### src/rtl/hex_scroller.sv
// rtl/hex_scroller.sv - message buffer scrolled across six seven-segment digits
// Digit codes are registered one cycle behind state/len/pos; len/full/scrolling track the commanding edge.
module hex_scroller #(
  parameter int TICK_DIV = 25000000,
  parameter int MAX_LEN  = 16
) (
  input  logic        clk,
  input  logic        rst,
  input  logic        wr_en,
  input  logic [4:0]  wr_char,
  input  logic        clr,
  input  logic        start,
  input  logic        stop,
  output logic [29:0] disp_codes,
  output logic [4:0]  len,
  output logic        full,
  output logic        scrolling
);

  localparam int            TW        = $clog2(TICK_DIV);
  localparam logic [TW-1:0] TICK_LAST = TW'(TICK_DIV - 1);
  localparam logic [4:0]    LEN_MAX   = 5'(MAX_LEN);
  localparam logic [4:0]    BLANK     = 5'd31;

  typedef enum logic {IDLE, SCROLL} state_t;

  state_t        state_q, state_d;
  logic [4:0]    len_q, len_d;
  logic [4:0]    pos_q, pos_d;
  logic [TW-1:0] tick_q, tick_d;
  logic          full_q, full_d;
  logic          scrolling_q, scrolling_d;
  logic [29:0]   disp_q, disp_d;
  logic [4:0]    msg_q [MAX_LEN];
  logic [4:0]    msg_d [MAX_LEN];

  logic cmd_stop, cmd_start, cmd_wr;
  logic do_stop, do_start, do_wr;
  logic [5:0] seq_len, pos_inc;

  // Only the highest-priority asserted command survives decoding.
  assign cmd_stop  = !clr && stop;
  assign cmd_start = !clr && !stop && start;
  assign cmd_wr    = !clr && !stop && !start && wr_en;

  assign do_stop  = cmd_stop && (state_q == SCROLL);
  assign do_start = cmd_start && (state_q == IDLE) && (len_q != 5'd0);
  assign do_wr    = cmd_wr && (state_q == IDLE) && !full_q;

  assign seq_len = {1'b0, len_q} + 6'd6;
  assign pos_inc = {1'b0, pos_q} + 6'd1;

  always_ff @(posedge clk or posedge rst) begin
    if (rst) state_q <= IDLE;
    else     state_q <= state_d;
  end

  always_comb begin
    state_d = state_q;
    if (clr)           state_d = IDLE;
    else if (do_stop)  state_d = IDLE;
    else if (do_start) state_d = SCROLL;
  end

  always_comb begin
    len_d  = len_q;
    pos_d  = pos_q;
    tick_d = tick_q;
    if (clr) begin
      len_d  = 5'd0;
      pos_d  = 5'd0;
      tick_d = '0;
    end else if (do_stop || do_start) begin
      pos_d  = 5'd0;
      tick_d = '0;
    end else if (state_q == SCROLL) begin
      if (tick_q == TICK_LAST) begin
        tick_d = '0;
        pos_d  = (pos_inc == seq_len) ? 5'd0 : pos_inc[4:0];
      end else begin
        tick_d = tick_q + 1'b1;
      end
    end else begin
      tick_d = '0;
      if (do_wr) len_d = len_q + 5'd1;
    end
    full_d      = (len_d == LEN_MAX);
    scrolling_d = (state_d == SCROLL);
  end

  always_comb begin
    msg_d = msg_q;
    if (do_wr) msg_d[len_q[3:0]] = wr_char;
  end

  // Window selection: pos+k < 2L, so one conditional subtract wraps it.
  always_comb begin
    logic [5:0] idx;
    disp_d = '1;
    idx    = 6'd0;
    for (int k = 0; k < 6; k++) begin
      if (state_q == SCROLL) begin
        idx = {1'b0, pos_q} + 6'(k);
        if (idx >= seq_len) idx = idx - seq_len;
        disp_d[(5-k)*5 +: 5] = (idx < {1'b0, len_q}) ? msg_q[idx[3:0]] : BLANK;
      end else begin
        idx = {1'b0, len_q} + 6'(k);
        if (idx >= 6'd6) disp_d[(5-k)*5 +: 5] = msg_q[4'(idx - 6'd6)];
        else             disp_d[(5-k)*5 +: 5] = BLANK;
      end
    end
  end

  always_ff @(posedge clk or posedge rst) begin
    if (rst) begin
      len_q       <= 5'd0;
      pos_q       <= 5'd0;
      tick_q      <= '0;
      full_q      <= 1'b0;
      scrolling_q <= 1'b0;
      disp_q      <= 30'h3FFFFFFF;
    end else begin
      len_q       <= len_d;
      pos_q       <= pos_d;
      tick_q      <= tick_d;
      full_q      <= full_d;
      scrolling_q <= scrolling_d;
      disp_q      <= disp_d;
    end
  end

  always_ff @(posedge clk) begin
    msg_q <= msg_d;
  end

  assign disp_codes = disp_q;
  assign len        = len_q;
  assign full       = full_q;
  assign scrolling  = scrolling_q;

endmodule

### config.mk
export PLATFORM = sky130hd
export DESIGN_NAME = hex_scroller
export DESIGN_NICKNAME = d
export VERILOG_FILES = /design/src/rtl/hex_scroller.sv
export SDC_FILE = /design/constraint.sdc
export NUM_CORES = 1
export LEC_CHECK = 0
export CORE_UTILIZATION = 46
export CTS_BUF_LIST = sky130_fd_sc_hd__clkbuf_4 sky130_fd_sc_hd__clkbuf_8
export DETAILED_ROUTE_END_ITERATION = 12
export PLACE_DENSITY = 0.69
export SLEW_MARGIN = 15
export SYNTH_ARGS = -nofsm -noshare
export SYNTH_HDL_FRONTEND = slang
export SYNTH_SLANG_ARGS = --single-unit
### constraint.sdc
create_clock -name clk -period 6.48 [get_ports clk]
set_input_delay 0.648 -clock clk [delete_from_list [all_inputs] [get_ports clk]]
set_output_delay 0.648 -clock clk [all_outputs]
set_load 0.005 [all_outputs]
==> impl_results.md, run 1 <==
* Tcrit/Tclk final at 86.2%
* Vias in the first global route at 13731
* Antenna Cells at 0
* Synth area leaders: edfxtp_1 15%, mux4_2 11%, mux2i_1 9.6%
* Hold endpoint: tick_q[0]
* Seq/Total Area, Yosys at 26.2%
* DR pass1 iterations at 6
* # Max-Cap Violations at 0
* CTS buffer count at 17
* Iter 0 DRT Violations at 2148
* Hold WS at 0.506 ns
* Slew HR at 25.1%
* Min Tclk post-route at 5.58 ns
* Post-CTS sizing at 0
* Lkg Pwr at 6.08 nW
* Layout Nets at 1769
* Post-synth top area cell: edfxtp_1
* CTS root buffer: clkbuf_8
* Worst-path clk slew at 0.10 ns
* Clock latency at the later pin of the worst-skew pair at 0.51 ns
* Register-to-Register Path Depth at 18
* Post-Route Skew at 0.0354 ns
* Final setup viols at 0
* Worst R2R Start: pos_q[0]
* Count leader, synth: nand2_1
* First-pass GRT wire length at 85.1 mm
* Hold path start: tick_q[0]
* H-tree level count at 4
* CTS tree: built
* Synth cell types at 86
* Peak VDD IR at 0.000161 V
* Core area at 33500 um^2
* Synth-to-Final Area Change at 5.87%
* Flop2flop setup slack at 0.90 ns
* Predominant post-synthesis flop cell: edfxtp_1
* Routed wire length at 56.1 mm
* Pin count of the biggest net entering global routing at 68
* Die width at 187 um
* Leading cell types by count after synthesis: 287 x nand2_1, 150 x mux2i_1, 119 x nor2_1, 108 x clkbuf_1, 80 x edfxtp_1
* Layout cells sized above 1 at 14.6%
* Antenna Nets Post-Route at 0
* Crit path DAT at 6.01 ns
* Cells after Synth at 1757
* I/O Buffers at 47
* Via count at 14570
* Synth warnings at 0
* Final core area utilization at 49.6%
* Post-synth top area share at 15.3%
* Fillcell total at 3149
* # DRC at 0
* Io pins at 48
* HPWL Detailed at 40.8 mm
* Status: finished, final reports clean
* Clock tree buffer depth at 2
* Pwr per Cell Area at 111 nW/um^2
* Initial Util at 46.8%
* CP Max Fanout at 14
* Gr ovfl total at 0
* Syn Std Cell Area at 15700 um^2
* Worst r2r dst: disp_codes[10]
* Initial antenna violation count at 0
* Hold Crit Depth at 1
* Mean Syn Cell Area at 8.94 um^2
* Setup_tns at 0 ns
* Post-Syn Nets at 1844
* Crit path from: pos_q[0]
* Highest Clock Rate at 0.179 GHz
* Num rows at 67
* Via density at 6.80
* Met1 WL at 22.7 mm
* Number of synthesized flops with an enable pin at 80
* Wire length on met3 at 6.18 mm
* Die area at 34900 um^2
* Worst hold-check path type: flop to flop
* RSZ-0062 raised after global routing: no
* Global Route Usage Sum at 32.0%
* FFs w/ async S/R, synth at 45.6%
* Slew Limit Fails at 0
* Clock sink count at 147
* Wire length on met2 at 24.6 mm
* Number of synthesized register bits at 147
* Post-CTS Setup Inserts at 0
* Startpoint class of the critical path: flop
* RePlAce Congestion at 0.977
* Highest metal used: met4
* CTS Hold Buffers Added at 0
* Fin. Hold Viols at 0
* Req. time, crit path at 6.91 ns
* Avg WL per Cell at 26.2 um
* Slew @ Worst Pin at 1.12 ns
* Kind of critical path: flop to flop
* Die Y at 187 um
* Setup crit end kind: flop
## cell type report
class	instances	area, um^2	area share [%]
multi-input cells	1390	10700	64.4
clock inverters	14	119	0.715
repair buffers	78	703	4.23
flip-flops and latches	147	4120	24.8
clock buffers	18	241	1.45
inverters	48	184	1.11
well taps	448	561	3.37
## per-layer routing
| metal | GRT usage (%) | vias to the layer above |
|---|---|---|
| met5 | 0 | - |
| met1 | 44.6 | 7011 |
| li1 | - | 6361 |
| met2 | 48.5 | 1029 |
| met4 | 15.8 | 0 |
| met3 | 5.12 | 169 |
## where the power goes
part	switching, mW	leakage [nW]	internal, mW
clock	0.424	0.180	0.279
sequential	0.00482	1.55	0.993
combinational	0.0821	4.35	0.0671
## stage by stage
stage	total power [mW]	setup WS, ns	instances	cell area, um^2
floorplan	1.12	0.943	1757	15700
global placement	1.16	1.19	2111	16300
detailed placement	1.17	0.983	2111	16300
CTS	1.86	0.980	2143	16600
global route	1.90	0.435	2143	16600
finish	1.85	0.897	2143	16600
## worst max-delay path, stage by stage (launching register included)
cell and delay [ns]:
dfrtp_1 0.71, inv_1 0.33, ha_1 0.49, inv_1 0.21, fa_1 0.46, a21oi_1 0.22
o211ai_1 0.11, maj3_2 0.35, a21oi_4 0.31, mux2i_2 0.24, buf_4 0.22, clkinv_2 0.18
ha_1 0.22, nand4_1 0.07, o21ai_0 0.09, a2111oi_0 0.55, o211ai_2 0.31, a2111oi_1 0.32
a21oi_1 0.12
## cell families (layout without fill, tap and decap cells)
logic type / count (synthesis) / after routing / synth area share (%)
buf+inv: 220 / 158 / 6.00
fa+ha+maj: 78 / 78 / 6.38
compound gates: 340 / 340 / 15.3
flops: 147 / 147 / 26.2
mux: 282 / 282 / 24.5
simple gates: 612 / 612 / 17.2
xor+xnor: 78 / 78 / 4.44
## worst max path at each step
| stage | to | slack, ns | depth (start not counted) |
|---|---|---|---|
| global placement | disp_codes[20] | 1.19 | 17 |
| finish | disp_codes[10] | 0.90 | 18 |
| detailed placement | disp_codes[10] | 0.98 | 18 |
| floorplan | disp_codes[10] | 0.94 | 19 |
| CTS | disp_codes[10] | 0.98 | 18 |
| global route | disp_codes[12] | 0.43 | 18 |
## registers in the layout (all words and copies together) (netlist names)
signal and cells:
full 1, scrolling 1, tick_q 25, msg_q 80, disp_codes 30, pos_q 5, len 5
## cells in the final DEF, fill, tap and decap left out, types with 9 or more instances in the layout
cell and instances:
a21oi_1 71, a221oi_1 12, a22o_1 13, a31oi_1 43, a32oi_1 21, and3_1 23
buf_4 31, clkbuf_8 17, clkdlybuf4s50_1 47, dfrtp_1 36, dfstp_2 30, edfxtp_1 80
ha_1 72, inv_1 37, mux2_1 13, mux2_2 38, mux2i_1 145, mux4_2 75
nand2_1 287, nand3_1 79, nand4_1 9, nor2_1 119, nor2b_1 11, nor3_1 41
o211ai_1 20, o21ai_0 37, o22ai_1 23, xnor2_1 52, xor2_1 23
No activity file was read; power rests on OpenSTA's default activity.
==> run 2: changes to the inputs <==
- CAP_MARGIN: not set -> 30
- CTS_CLUSTER_SIZE: not set -> 16
- SLEW_MARGIN: 15 -> 0
==> run 2 against run 1 <==
  * Non-clock buffer count grew 5
  * Global-route usage is essentially flat
  * Design area grew 0.35%
  * Power is essentially flat
==> impl_results.md, run 2 (synthesis gave the netlist of run 1 again) <==
* Final setup viols at 0
* Seq pwr share at 53.9%
* Clock sink count at 147
* Num rows at 67
* Highest Clock Rate at 0.175 GHz
* Tcrit/Tclk final at 88.1%
* Worst r2r dst: disp_codes[24]
* Post-CTS Setup Inserts at 0
* CTS tree: built
* Sw Share at 27.5%
* Vias in the first global route at 13607
* I/O Buffers at 47
* Flop2flop setup slack at 0.77 ns
* Post-CTS sizing at 0
* Antenna Nets Post-Route at 0
* Slew @ Worst Pin at 1.01 ns
* Most common cell after layout, fill and taps aside: nand2_1
* Dpl cells at 2115
* Int Pwr at 1.34 mW
* CP Max Fanout at 14
* Initial Util at 46.8%
* Gr ovfl total at 0
* Routed wire length at 56.1 mm
* Met1 WL at 22.7 mm
* First-pass GRT wire length at 84.8 mm
* Peak VDD IR at 0.000272 V
* Lkg Pwr at 6.11 nW
* Max FFs per register at 80
* Gate power share at 8.2%
* Crit path DAT at 6.13 ns
* Final std cells w/o fill at 2148
* Clock latency at the later pin of the worst-skew pair at 0.51 ns
* # Max-Cap Violations at 0
* Post-Route Skew at 0.0308 ns
* CTS root buffer: clkbuf_8
* Crit path from: pos_q[0]
* Core area at 33500 um^2
* Slew Limit Fails at 0
* RePlAce Congestion at 0.977
* Status: finished, final reports clean
* Initial antenna violation count at 0
* Io pins at 48
* Most frequent cells in the layout: 287 x nand2_1, 145 x mux2i_1, 119 x nor2_1, 80 x edfxtp_1, 79 x nand3_1
* Slew HR at 31.8%
* # DRC at 0
* Wire length on met3 at 6.41 mm
* Startpoint class of the critical path: flop
* Register-to-Register Path Depth at 17
* HPWL Detailed at 40.8 mm
* Avg WL per Cell at 26.1 um
* Layout cells sized above 1 at 14.9%
* Clock network fraction of total power at 37.9%
* Synth-to-Final Area Change at 6.24%
* Antenna Cells at 0
* Layout Nets at 1774
* H-tree level count at 4
* Via count at 14573
* CTS buffer count at 17
* Setup_tns at 0 ns
* RSZ-0062 raised after global routing: no
* DR pass1 iterations at 6
* Clock tree buffer depth at 2
* Highest metal used: met4
* Min Tclk post-route at 5.71 ns
* Global Route Usage Sum at 32.0%
* Biggest register: msg_q
* Die area at 34900 um^2
* Worst R2R Start: pos_q[0]
* Wire length on met2 at 24.9 mm
* Iter 0 DRT Violations at 2249
* Req. time, crit path at 6.90 ns
* Setup crit end kind: flop
* Die width at 187 um
* Kind of critical path: flop to flop
* Via density at 6.78
* Die Y at 187 um
* Psw at 0.509 mW
* Post-route total power at 1.85 mW
* Pin count of the biggest net entering global routing at 68
* Pwr per Cell Area at 111 nW/um^2
* Worst-path clk slew at 0.10 ns
* Worst hold-check path type: input port to asynchronous set/reset pin
* Fin. Hold Viols at 0
* CTS Hold Buffers Added at 0
==> run 2: cell types whose count changed in the layout (fill, tap and decap cells not counted) <==
cell	before	now
buf_4	31	35
buf_16	0	1
clkinv_4	5	4
clkinvlp_4	2	3
inv_6	5	4
inv_8	1	2
==> run 2: worst max-delay path by stage <==
stage | slack (ns) | depth (start not counted) | to
after floorplan | 0.94 | 19 | disp_codes[10]
after global placement | 1.19 | 17 | disp_codes[20]
after detailed placement | 1.04 | 18 | disp_codes[12]
after CTS | 1.02 | 17 | disp_codes[20]
after global routing | 0.52 | 17 | disp_codes[20]
final | 0.77 | 17 | disp_codes[24]
==> run 2: power by group through the flow <==
stage / logic [mW] / registers (mW) / clock network (mW)
floorplan: 0.102 / 1.01 / 0
global placement: 0.146 / 1.02 / 0
detailed placement: 0.149 / 1.02 / 0
CTS: 0.149 / 0.998 / 0.711
global route: 0.163 / 0.998 / 0.747
finish: 0.151 / 0.998 / 0.701
==> run 2: metrics by stage <==
step | hold slack, ns | utilization [%] | worst slack (ns) | area, um^2
detailed placement | 0.496 | 48.6 | 1.04 | 16300
floorplan | 0.447 | - | 0.943 | 15700
global route | 0.485 | 49.8 | 0.515 | 16700
CTS | 0.509 | 49.7 | 1.02 | 16700
global placement | 0.475 | 48.5 | 1.19 | 16300
finish | 0.458 | 49.8 | 0.768 | 16700
==> run 2: critical path, stage by stage (launching register included) <==
cell and delay [ns]:
dfrtp_1 0.71, inv_1 0.32, ha_1 0.49, inv_1 0.21
fa_1 0.49, nor2b_1 0.14, o21ai_0 0.11, a22oi_1 0.20
o31a_1 0.49, nor2_1 0.12, a21oi_1 0.58, inv_1 0.35
ha_1 0.39, a21o_1 0.18, a21oi_1 0.13, o211ai_1 0.32
a31oi_1 0.28, o22ai_1 0.11
==> run 2: routing by layer <==
layer,up-vias,track usage (%)
met3,166,6.00
met1,6981,44.8
met4,0,13.9
li1,6352,-
met2,1074,48.4
met5,-,0
==> run 2: final cells by class <==
class                           count  area [um^2]
Timing Repair Buffer               83          761
Clock inverter                     14          120
Inverter                           48          184
Fill cell                        3115        16800
Tap cell                          448          561
Clock buffer                       18          241
Sequential cell                   147         4120
Multi-Input combinational cell   1390        10700
==> run 3: changes to the inputs <==
- CTS_CLUSTER_SIZE: 16 -> 10
- PLACE_DENSITY: 0.69 -> 0.67
==> run 3 against run 2 <==
  * Combinational power about the same
  * Sequential power about the same
  * Non-clock buffer count shrank 1
  * Clock power rose by 11%
  * Maximum frequency fell by 1.5%
  * Power up 4.1%
  * Register-to-register slack got worse by 0.08 ns
  * First-iteration DRC count is 8.8% lower
  * Cell count about the same
  * Utilization increased by 0.21 points
  * Routed wire length is 1.4% higher
  * Critical path depth stayed put
==> impl_results.md, run 3 (synthesis gave the netlist of run 1 again) <==
* Lkg Pwr at 6.14 nW
* CTS tree: built
* Cell area after layout at 16800 um^2
* Final setup viols at 0
* Most common cell after layout, fill and taps aside: nand2_1
* Via density at 6.76
* Biggest register: msg_q
* Clock tree buffer depth at 2
* Min Tclk post-route at 5.80 ns
* RSZ-0062 raised after global routing: no
* Avg WL per Cell at 26.5 um
* Fillcell total at 3205
* Clock latency at the later pin of the worst-skew pair at 0.51 ns
* H-tree level count at 4
* CTS root buffer: clkbuf_8
* RePlAce Congestion at 1.04
* Gr ovfl total at 0
* Worst-path clk slew at 0.12 ns
* Cell family with most CP delay: compound AO/OA/AOI/OAI gates
* Fin. Hold Viols at 0
* Synth-to-Final Area Change at 6.70%
* Cell Chain, Critical Path: inv_1 -> ha_1 -> inv_1 -> fa_1 -> a21oi_1 -> o211ai_1 -> maj3_2 -> a21oi_4 -> mux2i_2 -> clkinv_2 -> ha_1 -> nand4_1 -> o21ai_0 -> a2111oi_0 -> o211ai_2 -> a2111oi_1 -> a21oi_1
* Die width at 187 um
* Slew @ Worst Pin at 1.10 ns
* Highest Clock Rate at 0.173 GHz
* Hold WS at 0.451 ns
* Layout Nets at 1773
* Crit path DAT at 6.24 ns
* Req. time, crit path at 6.92 ns
* First-pass GRT wire length at 84.7 mm
* Post-CTS sizing at 0
* Initial Util at 46.8%
* Status: finished, final reports clean
* Setup WS pre-CTS at 0.816 ns
* Post-Route Skew at 0.0371 ns
* Highest-delay cell along the critical path: dfrtp_1
* CP Max Fanout at 14
* Worst hold-check path type: input port to asynchronous set/reset pin
* # DRC at 0
* # Max-Cap Violations at 0
* Setup crit end kind: flop
* Clock sink count at 147
* Via count at 14506
* Setup ws final at 0.684 ns
* Most frequent cells in the layout: 287 x nand2_1, 145 x mux2i_1, 119 x nor2_1, 80 x edfxtp_1, 79 x nand3_1
* Die Y at 187 um
* Startpoint class of the critical path: flop
* Iter 0 DRT Violations at 2051
* Tcrit/Tclk final at 89.4%
* Num rows at 67
* Io pins at 48
* Antenna Nets Post-Route at 0
* Initial antenna violation count at 0
* CTS Hold Buffers Added at 0
* Slew Limit Fails at 0
* CTS buffer count at 17
* Global Route Usage Sum at 32.3%
* Setup_tns at 0 ns
* Buf+Inv Stages, Crit Path at 3
* I/O Buffers at 47
* Peak VDD IR at 0.000166 V
* Max FFs per register at 80
* Pwr per Cell Area at 115 nW/um^2
* Die area at 34900 um^2
* DR pass1 iterations at 6
* Routed wire length at 56.9 mm
* Slew HR at 26.5%
* Slowest Stage Delay on Critical Path at 0.71 ns
* Vias in the first global route at 13531
* HPWL Detailed at 41.5 mm
* Antenna Cells at 0
* Kind of critical path: flop to flop
* Post-Place Cell Area at 16300 um^2
* Core area at 33500 um^2
* Post-CTS Setup Inserts at 0
* Layout cells sized above 1 at 14.8%
* Pin count of the biggest net entering global routing at 68
run 3: changes by cell type in the layout (fill, tap and decap cells not counted), moves of 2 or more:
| cell | previous run | this run |
|---|---|---|
| bufinv_16 | 0 | 2 |
| inv_8 | 2 | 4 |
| buf_4 | 35 | 31 |
| clkinv_4 | 4 | 2 |
run 3: layout make-up:
type / instances / area, um^2 / area share (%)
sequential: 147 / 4120 / 24.6
multi-input combinational: 1390 / 10700 / 63.9
clock inverter: 14 / 169 / 1.01
tap: 448 / 561 / 3.34
timing repair buffer: 82 / 783 / 4.67
inverter: 48 / 184 / 1.10
clock buffer: 18 / 241 / 1.44
run 3: path summary, 6_finish.rpt:
check | slack (ns) | startpoint | to | depth (start not counted)
max in group asynchronous | 5.40 | rst | disp_codes[9] | 4
setup reg to reg | 0.68 | pos_q[0] | disp_codes[12] | 17
min in group clk | 0.48 | tick_q[0] | tick_q[0] | 1
setup / recovery | 0.68 | pos_q[0] | disp_codes[12] | 17
hold reg to reg | 0.48 | tick_q[0] | tick_q[0] | 1
hold / removal | 0.45 | rst | len[2] | 3
run 3: where the power goes:
part / total (mW) / internal, mW / switching (mW) / leakage, nW
Combinational: 0.150 / 0.0687 / 0.0816 / 4.38
Clock: 0.778 / 0.360 / 0.418 / 0.205
Sequential: 0.998 / 0.993 / 0.00538 / 1.55
Total: 1.93 / 1.42 / 0.505 / 6.14
run 3: per-layer routing:
layer	up-vias	wire, um	part of all wire [%]	GRT usage (%)
met5	-	0	0	0
met4	0	3050	5.4	17.2
met3	173	6430	11	6.53
met2	998	24300	43	47.6
met1	6970	23200	41	44.6
li1	6365	-	-	-
run 3: tightest hold or removal path, stage by stage:
cell	delay (ns)
clkdlybuf4s50_1	0.41
inv_2	0.05
buf_4	0.20
run 3: metrics by stage:
| stage | utilization, % | instances | total power, mW |
|---|---|---|---|
| floorplan | - | 1757 | 1.12 |
| global placement | 48.5 | 2109 | 1.16 |
| detailed placement | 48.7 | 2114 | 1.16 |
| CTS | 49.9 | 2146 | 1.94 |
| global route | 50.0 | 2147 | 1.99 |
| finish | 50.0 | 2147 | 1.93 |
